File: src/rtl/spi_flash_reader.sv
`default_nettype none
// +--------------------------------------------------------------------------+
// | spi_flash_reader                                                         |
// | Single-SPI READ (0x03) engine on quad flash pads with a streamed byte    |
// | output that honours consumer backpressure.                               |
// | Revision: 1.0                                                            |
// +--------------------------------------------------------------------------+
module spi_flash_reader #(
  parameter int CLK_DIV        = 1,
  parameter int CS_HIGH_CYCLES = 4
) (
  input  logic        clk,
  input  logic        reset,
  input  logic        i_req_valid,
  output logic        o_req_ready,
  input  logic [23:0] i_req_addr,
  input  logic [15:0] i_req_len,
  output logic        o_rd_valid,
  input  logic        i_rd_ready,
  output logic [7:0]  o_rd_data,
  output logic        o_busy,
  output logic        o_flash_csb,
  output logic        o_flash_clk,
  output logic [3:0]  o_flash_io_do,
  output logic [3:0]  o_flash_io_oe,
  input  logic [3:0]  i_flash_io_di
);

  localparam int c_div_w = (CLK_DIV > 1) ? $clog2(CLK_DIV) : 1;
  localparam int c_cs_w  = $clog2(CS_HIGH_CYCLES + 1);
  localparam logic [c_div_w-1:0] c_div_last = c_div_w'(CLK_DIV - 1);
  localparam logic [c_cs_w-1:0]  c_cs_last  = c_cs_w'(CS_HIGH_CYCLES);
  localparam logic [7:0]         c_cmd_read = 8'h03;

  typedef enum logic [1:0] {
    ST_IDLE      = 2'd0,
    ST_SHIFT_OUT = 2'd1,
    ST_SHIFT_IN  = 2'd2,
    ST_CS_HIGH   = 2'd3
  } state_t;

  state_t             r_state, w_state_next;
  logic [c_div_w-1:0] r_div;
  logic               r_sck, r_csb, r_mosi, r_rd_valid;
  logic [31:0]        r_sr_out;
  logic [5:0]         r_bit_cnt;
  logic [2:0]         r_bit_in_byte;
  logic [15:0]        r_bytes_left;
  logic [7:0]         r_sr_in, r_rd_data, w_sr_in_next;
  logic [c_cs_w-1:0]  r_cs_cnt;
  logic               w_start, w_stall, w_phase_end, w_fall, w_byte_done;
  logic               w_unused_di;

  assign o_req_ready  = (r_state == ST_IDLE) && !r_rd_valid;
  assign w_start      = i_req_valid && o_req_ready && (i_req_len != 16'd0);
  // Hold SCK low at a byte boundary while the previous byte is still unconsumed.
  assign w_stall      = (r_state == ST_SHIFT_IN) && (r_bit_in_byte == 3'd0) && !r_sck
                        && r_rd_valid && !i_rd_ready;
  assign w_phase_end  = ((r_state == ST_SHIFT_OUT) || (r_state == ST_SHIFT_IN))
                        && !w_stall && (r_div == c_div_last);
  assign w_fall       = w_phase_end && r_sck;
  assign w_byte_done  = w_fall && (r_state == ST_SHIFT_IN) && (r_bit_in_byte == 3'd7);
  assign w_sr_in_next = {r_sr_in[6:0], i_flash_io_di[1]};
  assign w_unused_di  = ^{i_flash_io_di[3:2], i_flash_io_di[0]};

  always_ff @(posedge clk) begin
    if (reset) r_state <= ST_IDLE;
    else       r_state <= w_state_next;
  end

  always_comb begin
    w_state_next = r_state;
    case (r_state)
      ST_IDLE:      if (w_start) w_state_next = ST_SHIFT_OUT;
      ST_SHIFT_OUT: if (w_fall && (r_bit_cnt == 6'd31)) w_state_next = ST_SHIFT_IN;
      ST_SHIFT_IN:  if (w_byte_done && (r_bytes_left == 16'd1)) w_state_next = ST_CS_HIGH;
      ST_CS_HIGH:   if (r_cs_cnt == c_cs_last) w_state_next = ST_IDLE;
      default:      w_state_next = ST_IDLE;
    endcase
  end

  always_ff @(posedge clk) begin
    if (reset) begin
      r_csb         <= 1'b1;
      r_sck         <= 1'b0;
      r_mosi        <= 1'b0;
      r_div         <= '0;
      r_sr_out      <= '0;
      r_bit_cnt     <= '0;
      r_bit_in_byte <= '0;
      r_bytes_left  <= '0;
      r_sr_in       <= '0;
      r_rd_data     <= '0;
      r_rd_valid    <= 1'b0;
      r_cs_cnt      <= '0;
    end else begin
      if (w_byte_done)                    r_rd_valid <= 1'b1;
      else if (r_rd_valid && i_rd_ready)  r_rd_valid <= 1'b0;

      case (r_state)
        ST_IDLE: begin
          if (w_start) begin
            r_csb         <= 1'b0;
            r_sck         <= 1'b0;
            r_div         <= '0;
            r_mosi        <= c_cmd_read[7];
            r_sr_out      <= {c_cmd_read[6:0], i_req_addr, 1'b0};
            r_bit_cnt     <= '0;
            r_bit_in_byte <= '0;
            r_bytes_left  <= i_req_len;
          end
        end
        ST_SHIFT_OUT, ST_SHIFT_IN: begin
          r_cs_cnt <= '0;
          if (!w_stall) begin
            if (w_phase_end) begin
              r_div <= '0;
              r_sck <= ~r_sck;
            end else begin
              r_div <= r_div + 1'b1;
            end
          end
          // The shifter empties to zero, so MOSI idles low once data starts.
          if (w_fall && (r_state == ST_SHIFT_OUT)) begin
            r_bit_cnt <= r_bit_cnt + 6'd1;
            r_sr_out  <= {r_sr_out[30:0], 1'b0};
            r_mosi    <= r_sr_out[31];
          end
          if (w_fall && (r_state == ST_SHIFT_IN)) begin
            r_sr_in       <= w_sr_in_next;
            r_bit_in_byte <= r_bit_in_byte + 3'd1;
            if (r_bit_in_byte == 3'd7) begin
              r_rd_data    <= w_sr_in_next;
              r_bytes_left <= r_bytes_left - 16'd1;
            end
          end
        end
        ST_CS_HIGH: begin
          r_csb <= 1'b1;
          if (r_cs_cnt != c_cs_last) r_cs_cnt <= r_cs_cnt + 1'b1;
        end
        default: ;
      endcase
    end
  end

  assign o_rd_valid    = r_rd_valid;
  assign o_rd_data     = r_rd_data;
  assign o_busy        = (r_state != ST_IDLE);
  assign o_flash_csb   = r_csb;
  assign o_flash_clk   = r_sck;
  assign o_flash_io_do = {2'b11, 1'b0, r_mosi};
  assign o_flash_io_oe = 4'b1101;

endmodule
`default_nettype wire

File: config.mk
export PLATFORM = sky130hd
export DESIGN_NAME = spi_flash_reader
export DESIGN_NICKNAME = d
export VERILOG_FILES = /design/src/rtl/spi_flash_reader.sv
export SDC_FILE = /design/constraint.sdc
export NUM_CORES = 1
export LEC_CHECK = 0
export CAP_MARGIN = 20
export CORE_UTILIZATION = 50
export DETAILED_ROUTE_END_ITERATION = 10
export GPL_TIMING_DRIVEN = 1
export PLACE_DENSITY = 0.75
export SYNTH_ARGS = -nofsm -noshare
export SYNTH_HDL_FRONTEND = slang
export SYNTH_SLANG_ARGS = --single-unit
File: constraint.sdc
create_clock -name clk -period 4.8 [get_ports clk]
set_input_delay 0.48 -clock clk [delete_from_list [all_inputs] [get_ports clk]]
set_output_delay 0.48 -clock clk [all_outputs]
set_load 0.03 [all_outputs]
==> flow_metrics.py, run 1 <==
metrics = {
    "outcome": {
        "outcome": "complete, no violations",
    },
    "sta": {
        "whs_ps": 456,
        "max_freq_mhz": 323,
        "finalCritPeriodShare_pct": 64.5,
        "drv_slew": 0,
        "rsz0062_at_grt": "no",
        "slew_headroom_pct": 31.6,
        "finalHoldViolations": 0,
        "skew_ps": 15.4,
        "setup_viol": 0,
        "tightest_slew_ps": 1030,
        "tns_ps": 0,
        "period_needed_ps": 3100,
    },
    "layout": {
        "area_delta_synth_final_pct": 17.4,
        "final-seq-area_um2": 1620,
        "drive_gt1_share_pct": 12.9,
        "nFillCells": 736,
        "layout_common_cells": "81 x dfxtp_1, 60 x nand2_1, 57 x a21oi_1, 57 x clkdlybuf4s50_1, 41 x nor2_1",
        "antenna_cells": 0,
        "final_common_cell": "dfxtp_1",
        "multi_input_area_um2": 2340,
        "final_net_count": 584,
    },
    "synth": {
        "ys_seq_area_share_pct": 38.4,
        "synth_area_per_cell_um2": 8.69,
        "ys_ff_latch": 81,
        "synthCells": 486,
        "async_reset_ff_share_pct": 0,
        "synth_ff_type": "dfxtp_1",
        "synth_area_um2": 4220,
        "synth_cell_types": 54,
        "synth_edf_count": 0,
        "yosys_warnings": 0,
    },
    "route": {
        "wl_mm": 8.90,
        "drtIter0Drc": 142,
        "wl_per_cell_um": 14.1,
        "post-route-drc-count": 0,
        "ant_nets": 0,
        "vias": 3546,
        "vias_per_cell": 5.60,
        "drt-pass1-iter-count": 4,
    },
    "placement": {
        "gp_congestion": 0.764,
        "dp_hpwl_mm": 5.96,
        "place.port_buffers": 58,
    },
    "clocking": {
        "htree_levels": 3,
        "numCtsBuffers": 9,
        "ctsHoldBuffers": 0,
        "worstSkewPairLatency_ps": 370,
        "clock-sinks": 81,
        "cts_resized": 0,
        "cts_tree": "built",
        "post_cts_buffers": 0,
        "worst_setup_hold_path_clk_slew_ps": 90,
        "root_buffer": "clkbuf_8",
        "cts.path.max_buffers": 2,
    },
    "critical_path": {
        "cp_top_family": "buffers and inverters",
        "r2r_cells": 8,
        "reg2reg_from": "r_state[1]",
        "cp.required_ps": 5100,
        "cpPeakStageDelay_ps": 690,
        "worst_ep_arrival_time_ps": 3400,
        "end_kind": "flop",
        "critPathLaunchType": "flop",
        "path_class": "flop to flop",
        "r2r-end": "r_bytes_left[5]",
        "crit_chain": "inv_1 > ha_2 > buf_4 > inv_1 > nor3_1 > a22oi_1 > or2_2 > a21oi_1",
        "critPathBufInv": 3,
        "worstPathMaxFanout": 59,
        "ff2ff_setup_slack_ps": 1700,
        "slowest_stage": "inv_1",
        "cpMostUsedCell": "inv_1",
    },
    "global_routing": {
        "grt_pass1_wl_mm": 14.5,
        "grt_max_degree": 60,
        "antenna_found_initial": 0,
        "track_usage_pct": 21.2,
        "overflow": 0,
        "grt_pass1_vias": 3216,
    },
    "floorplan": {
        "start_util_pct": 51.7,
        "die_y_um": 93.9,
        "coreArea_um2": 8180,
        "io_pins": 69,
        "rows": 33,
        "die_area_um2": 8820,
        "fp.dieW_um": 93.9,
    },
    "pwr": {
        "powerDensity_nw_per_um2": 675,
        "power.leakage_nw": 1.77,
        "ir_drop_v": 0.000331,
    },
    "worst_hold_path": {
        "hold_class": "flop to flop",
        "whs_path_depth": 2,
        "hp-start": "o_rd_data[0]",
        "hold_path_end": "o_rd_data[0]",
    },
    "job": {
        "max_cap_viol_count": 0,
    },
}
==> worst reg2reg max path, stage by stage, from the launching register on <==
cell and delay (ps):
dfxtp_1 390, inv_1 100, ha_2 330, buf_4 590
inv_1 730, nor3_1 360, a22oi_1 100, or2_2 320
a21oi_1 110
==> where the power goes <==
part	leakage, nW	switching, mW	internal, mW	total, mW
Sequential	0.661	0.120	0.828	0.948
Clock	0.108	0.285	0.251	0.537
Combinational	0.997	1.15	0.705	1.86
==> sequential cells by signal, summed over array words and instances, names as in the netlist <==
register	cells
r_sr_out	31
o_flash_csb	1
r_mosi	1
o_rd_valid	1
r_div	1
r_bytes_left	16
o_flash_clk	1
r_bit_cnt	6
r_cs_cnt	3
r_state	2
r_bit_in_byte	3
r_sr_in	7
o_rd_data	8
==> how the worst max path moves through the flow <==
| stage | start | end | depth (start not counted) |
|---|---|---|---|
| CTS | r_state[1] | r_bytes_left[5] | 8 |
| floorplan | r_state[0] | r_state[1] | 8 |
| global route | r_state[0] | r_bytes_left[5] | 8 |
| finish | r_state[1] | r_bytes_left[5] | 8 |
| global placement | i_req_len[6] | r_bytes_left[11] | 6 |
| detailed placement | i_req_len[6] | r_bytes_left[3] | 6 |
==> cells by family (layout without fill, tap and decap cells) <==
group	after synthesis	in the layout	synth area share, %
other	2	7	0.178
muxes	27	27	6.70
adders and majority gates	13	13	3.85
and+or+nand+nor	176	176	20.6
DFF	81	81	38.4
buffers and inverters	55	92	6.87
AOI/OAI and AO/OA	132	132	23.4
==> routing by layer <==
| layer | GRT usage, % | up-vias | wire [um] |
|---|---|---|---|
| li1 | - | 1797 | - |
| met1 | 25.2 | 1649 | 4030 |
| met2 | 36.5 | 85 | 4290 |
| met3 | 4.37 | 15 | 449 |
| met4 | 9.74 | 0 | 133 |
| met5 | 0 | - | 0 |
==> through the flow <==
stage | cells | utilization [%] | area, um2 | total power, mW | setup WS [ps]
after detailed placement | 617 | 58.1 | 4750 | 2.82 | 1630
final | 633 | 60.7 | 4960 | 3.34 | 1700
after CTS | 633 | 60.7 | 4960 | 3.36 | 1750
after floorplan | 491 | - | 4240 | 2.56 | 2540
after global placement | 617 | 58.1 | 4750 | 2.76 | 1670
after global routing | 633 | 60.7 | 4960 | 3.60 | 1500
==> layout make-up <==
cell class	instances	share of cell area, %
flip-flops and latches	81	32.7
clock inverters	7	1.69
inverters	15	1.14
clock buffers	9	2.50
repair buffers	61	12.1
multi-input cells	355	47.3
well taps	105	2.65
==> Yosys cell counts, types with 2 or more instances <==
library cell | instances | area share [%]
or4_4 | 2 | 0.53
nand3_1 | 12 | 1.4
or3_1 | 9 | 1.3
buf_6 | 6 | 1.6
buf_1 | 3 | 0.27
o21ai_0 | 6 | 0.71
o21ai_1 | 8 | 0.95
conb_1 | 2 | 0.18
nor2b_1 | 6 | 0.89
or4_1 | 6 | 1.1
and4b_1 | 3 | 0.71
nor4_1 | 5 | 0.74
a21oi_1 | 58 | 6.9
o21ai_2 | 2 | 0.41
o31ai_1 | 4 | 0.71
or2_2 | 5 | 0.74
mux2i_1 | 26 | 6.2
o32ai_1 | 5 | 1.0
nand2_1 | 60 | 5.3
a21oi_2 | 5 | 1.0
buf_2 | 4 | 0.47
clkbuf_1 | 18 | 1.6
a21o_1 | 3 | 0.53
o211ai_1 | 2 | 0.36
a211o_1 | 2 | 0.41
ha_1 | 13 | 3.9
nor3_1 | 10 | 1.2
dfxtp_1 | 81 | 38
inv_1 | 15 | 1.3
nor4_2 | 2 | 0.59
and2_1 | 3 | 0.44
nand2b_1 | 2 | 0.30
nand4_1 | 3 | 0.44
and3_1 | 2 | 0.30
nor2_1 | 41 | 3.6
a31oi_1 | 4 | 0.59
a211oi_2 | 23 | 6.8
buf_4 | 9 | 1.6
No activity file was read; power rests on OpenSTA's default activity.
==> inputs of run 2 (changes only) <==
==> constraint.sdc (replaced) <==
create_clock -name clk -period 2.87 [get_ports clk]
set_input_delay 0.287 -clock clk [delete_from_list [all_inputs] [get_ports clk]]
set_output_delay 0.287 -clock clk [all_outputs]
set_load 0.03 [all_outputs]
==> run 2 against run 1 <==
  * Power up 73%
  * Clock power up 64%
  * Clock skew down 8.8 ps
  * Critical endpoint is now o_req_ready
==> flow_metrics.py, run 2 (synthesized netlist as in run 1, its figures left out) <==
metrics = {
    "clocking": {
        "cts_tree": "built",
        "worstSkewPairLatency_ps": 360,
        "root_buffer": "clkbuf_8",
        "post_cts_buffers": 0,
        "worst_setup_hold_path_clk_slew_ps": 90,
        "cts.path.max_buffers": 2,
        "htree_levels": 3,
        "ctsHoldBuffers": 0,
        "numCtsBuffers": 9,
        "cts_resized": 0,
        "clock-sinks": 81,
    },
    "route": {
        "wl_per_cell_um": 13.9,
        "vias_per_cell": 5.64,
        "post-route-drc-count": 0,
        "wl_mm": 8.95,
        "vias": 3622,
        "drt-pass1-iter-count": 4,
        "drtIter0Drc": 148,
        "ant_nets": 0,
    },
    "floorplan": {
        "die_area_um2": 8820,
        "io_pins": 69,
        "coreArea_um2": 8180,
        "fp.dieW_um": 93.9,
        "die_y_um": 93.9,
        "start_util_pct": 51.7,
        "rows": 33,
    },
    "placement": {
        "gp_congestion": 0.791,
        "dp_hpwl_mm": 6.20,
        "place.port_buffers": 58,
        "pre_cts_ws_ps": 292,
    },
    "layout": {
        "largest_register_ffs": 31,
        "layout_common_cells": "81 x dfxtp_1, 60 x nand2_1, 57 x a21oi_1, 57 x clkdlybuf4s50_1, 41 x nor2_1",
        "final_common_cell": "dfxtp_1",
        "nFillCells": 753,
        "area_delta_synth_final_pct": 20.0,
        "final_net_count": 593,
        "antenna_cells": 0,
        "largest_register": "r_sr_out",
        "drive_gt1_share_pct": 14.3,
    },
    "global_routing": {
        "overflow": 0,
        "grt_pass1_vias": 3304,
        "grt_pass1_wl_mm": 15.0,
        "track_usage_pct": 21.3,
        "antenna_found_initial": 0,
        "grt_max_degree": 57,
    },
    "job": {
        "max_cap_viol_count": 0,
    },
    "pwr": {
        "p_sw_share_pct": 45.3,
        "power.leakage_nw": 1.82,
        "pwr-share-comb_pct": 57.1,
        "powerDensity_nw_per_um2": 1140,
        "ir_drop_v": 0.000643,
        "internal_power_mw": 3.15,
        "power.share.clock_pct": 15.3,
        "seq_power_share_pct": 27.6,
        "p_switching_mw": 2.62,
    },
    "critical_path": {
        "cp.required_ps": 2580,
        "cpMostUsedCell": "inv_1",
        "endpoint": "o_req_ready",
        "r2r_cells": 8,
        "r2r-end": "r_bit_cnt[5]",
        "end_kind": "primary output",
        "slowest_stage": "clkdlybuf4s50_1",
        "path_class": "flop to primary output",
        "startpoint": "r_state[1]",
        "critPathLaunchType": "flop",
        "worstPathMaxFanout": 8,
        "reg2reg_from": "r_state[0]",
        "crit_chain": "inv_1 > ha_1 > inv_1 > nor2_1 > clkdlybuf4s50_1",
        "worst_ep_arrival_time_ps": 2280,
        "ff2ff_setup_slack_ps": 550,
        "cpPeakStageDelay_ps": 670,
    },
    "sta": {
        "skew_ps": 6.63,
        "setup_viol": 0,
        "period_needed_ps": 2570,
        "tightest_slew_ps": 589,
        "tns_ps": 0,
        "drv_slew": 0,
        "setup_ws_ps": 299,
        "finalCritPeriodShare_pct": 89.6,
        "rsz0062_at_grt": "no",
        "finalHoldViolations": 0,
        "max_freq_mhz": 389,
        "slew_headroom_pct": 60.8,
    },
    "worst_hold_path": {
        "hold_class": "input port to flop",
    },
    "outcome": {
        "outcome": "complete, no violations",
    },
}
[run 2: changes by cell type in the layout (fill, tap and decap cells not counted)]
| cell | delta |
|---|---|
| clkinv_2 | -1 |
| buf_4 | +6 |
| clkinvlp_4 | +2 |
| buf_12 | +3 |
| inv_8 | -1 |
| clkbuf_8 | +1 |
| clkinv_4 | -1 |
[run 2: worst max-delay path, delay by kind of cell, from the launching register on]
family	cells	cell delay, ps
adders and majority gates	1	420
buffers and inverters	3	1020
DFF	1	350
and+or+nand+nor	1	130
[run 2: layout make-up]
cell class	instances	area [um2]	share of cell area, %
tap	105	131	2.59
clock buffer	10	138	2.72
clock inverter	6	73.8	1.46
multi-input combinational	355	2340	46.2
inverter	15	56.3	1.11
timing repair buffer	70	703	13.9
sequential	81	1620	32.0
[run 2: power groups by stage]
stage | clock network (mW) | logic, mW | registers, mW
final | 0.882 | 3.30 | 1.59
after global routing | 0.950 | 3.65 | 1.63
after CTS | 0.911 | 3.29 | 1.59
after detailed placement | 0 | 3.28 | 1.61
after global placement | 0 | 3.20 | 1.60
after floorplan | 0 | 2.70 | 1.58
[run 2: per-layer routing]
metal  global-route usage, %  routed length [um]  vias up
li1                        -                   -     1801
met1                    26.0                3970     1720
met2                    37.2                4460       87
met3                    3.88                 373       14
met4                    7.82                 136        0
met5                       0                   0        -
[run 2: how the worst min path moves through the flow]
stage	depth (start not counted)	slack [ps]	from	to
5_1_grt	2	450	reset	r_bytes_left[1]
3_3_place_gp	2	440	r_sr_out[25]	r_sr_out[25]
2_1_floorplan	2	420	i_flash_io_di[1]	r_sr_in[0]
3_5_place_dp	2	450	o_rd_data[0]	o_rd_data[0]
4_1_cts	2	420	reset	o_flash_clk
6_report	2	440	reset	o_flash_clk
[run 2: stage by stage]
stage	util [%]	area (um2)	total power, mW	hold slack (ps)	cells
final	62.0	5070	5.77	437	642
after global routing	62.0	5070	6.22	448	642
after global placement	59.4	4860	4.80	438	626
after detailed placement	59.4	4860	4.89	447	626
after floorplan	-	4240	4.28	423	491
after CTS	62.0	5070	5.79	420	642
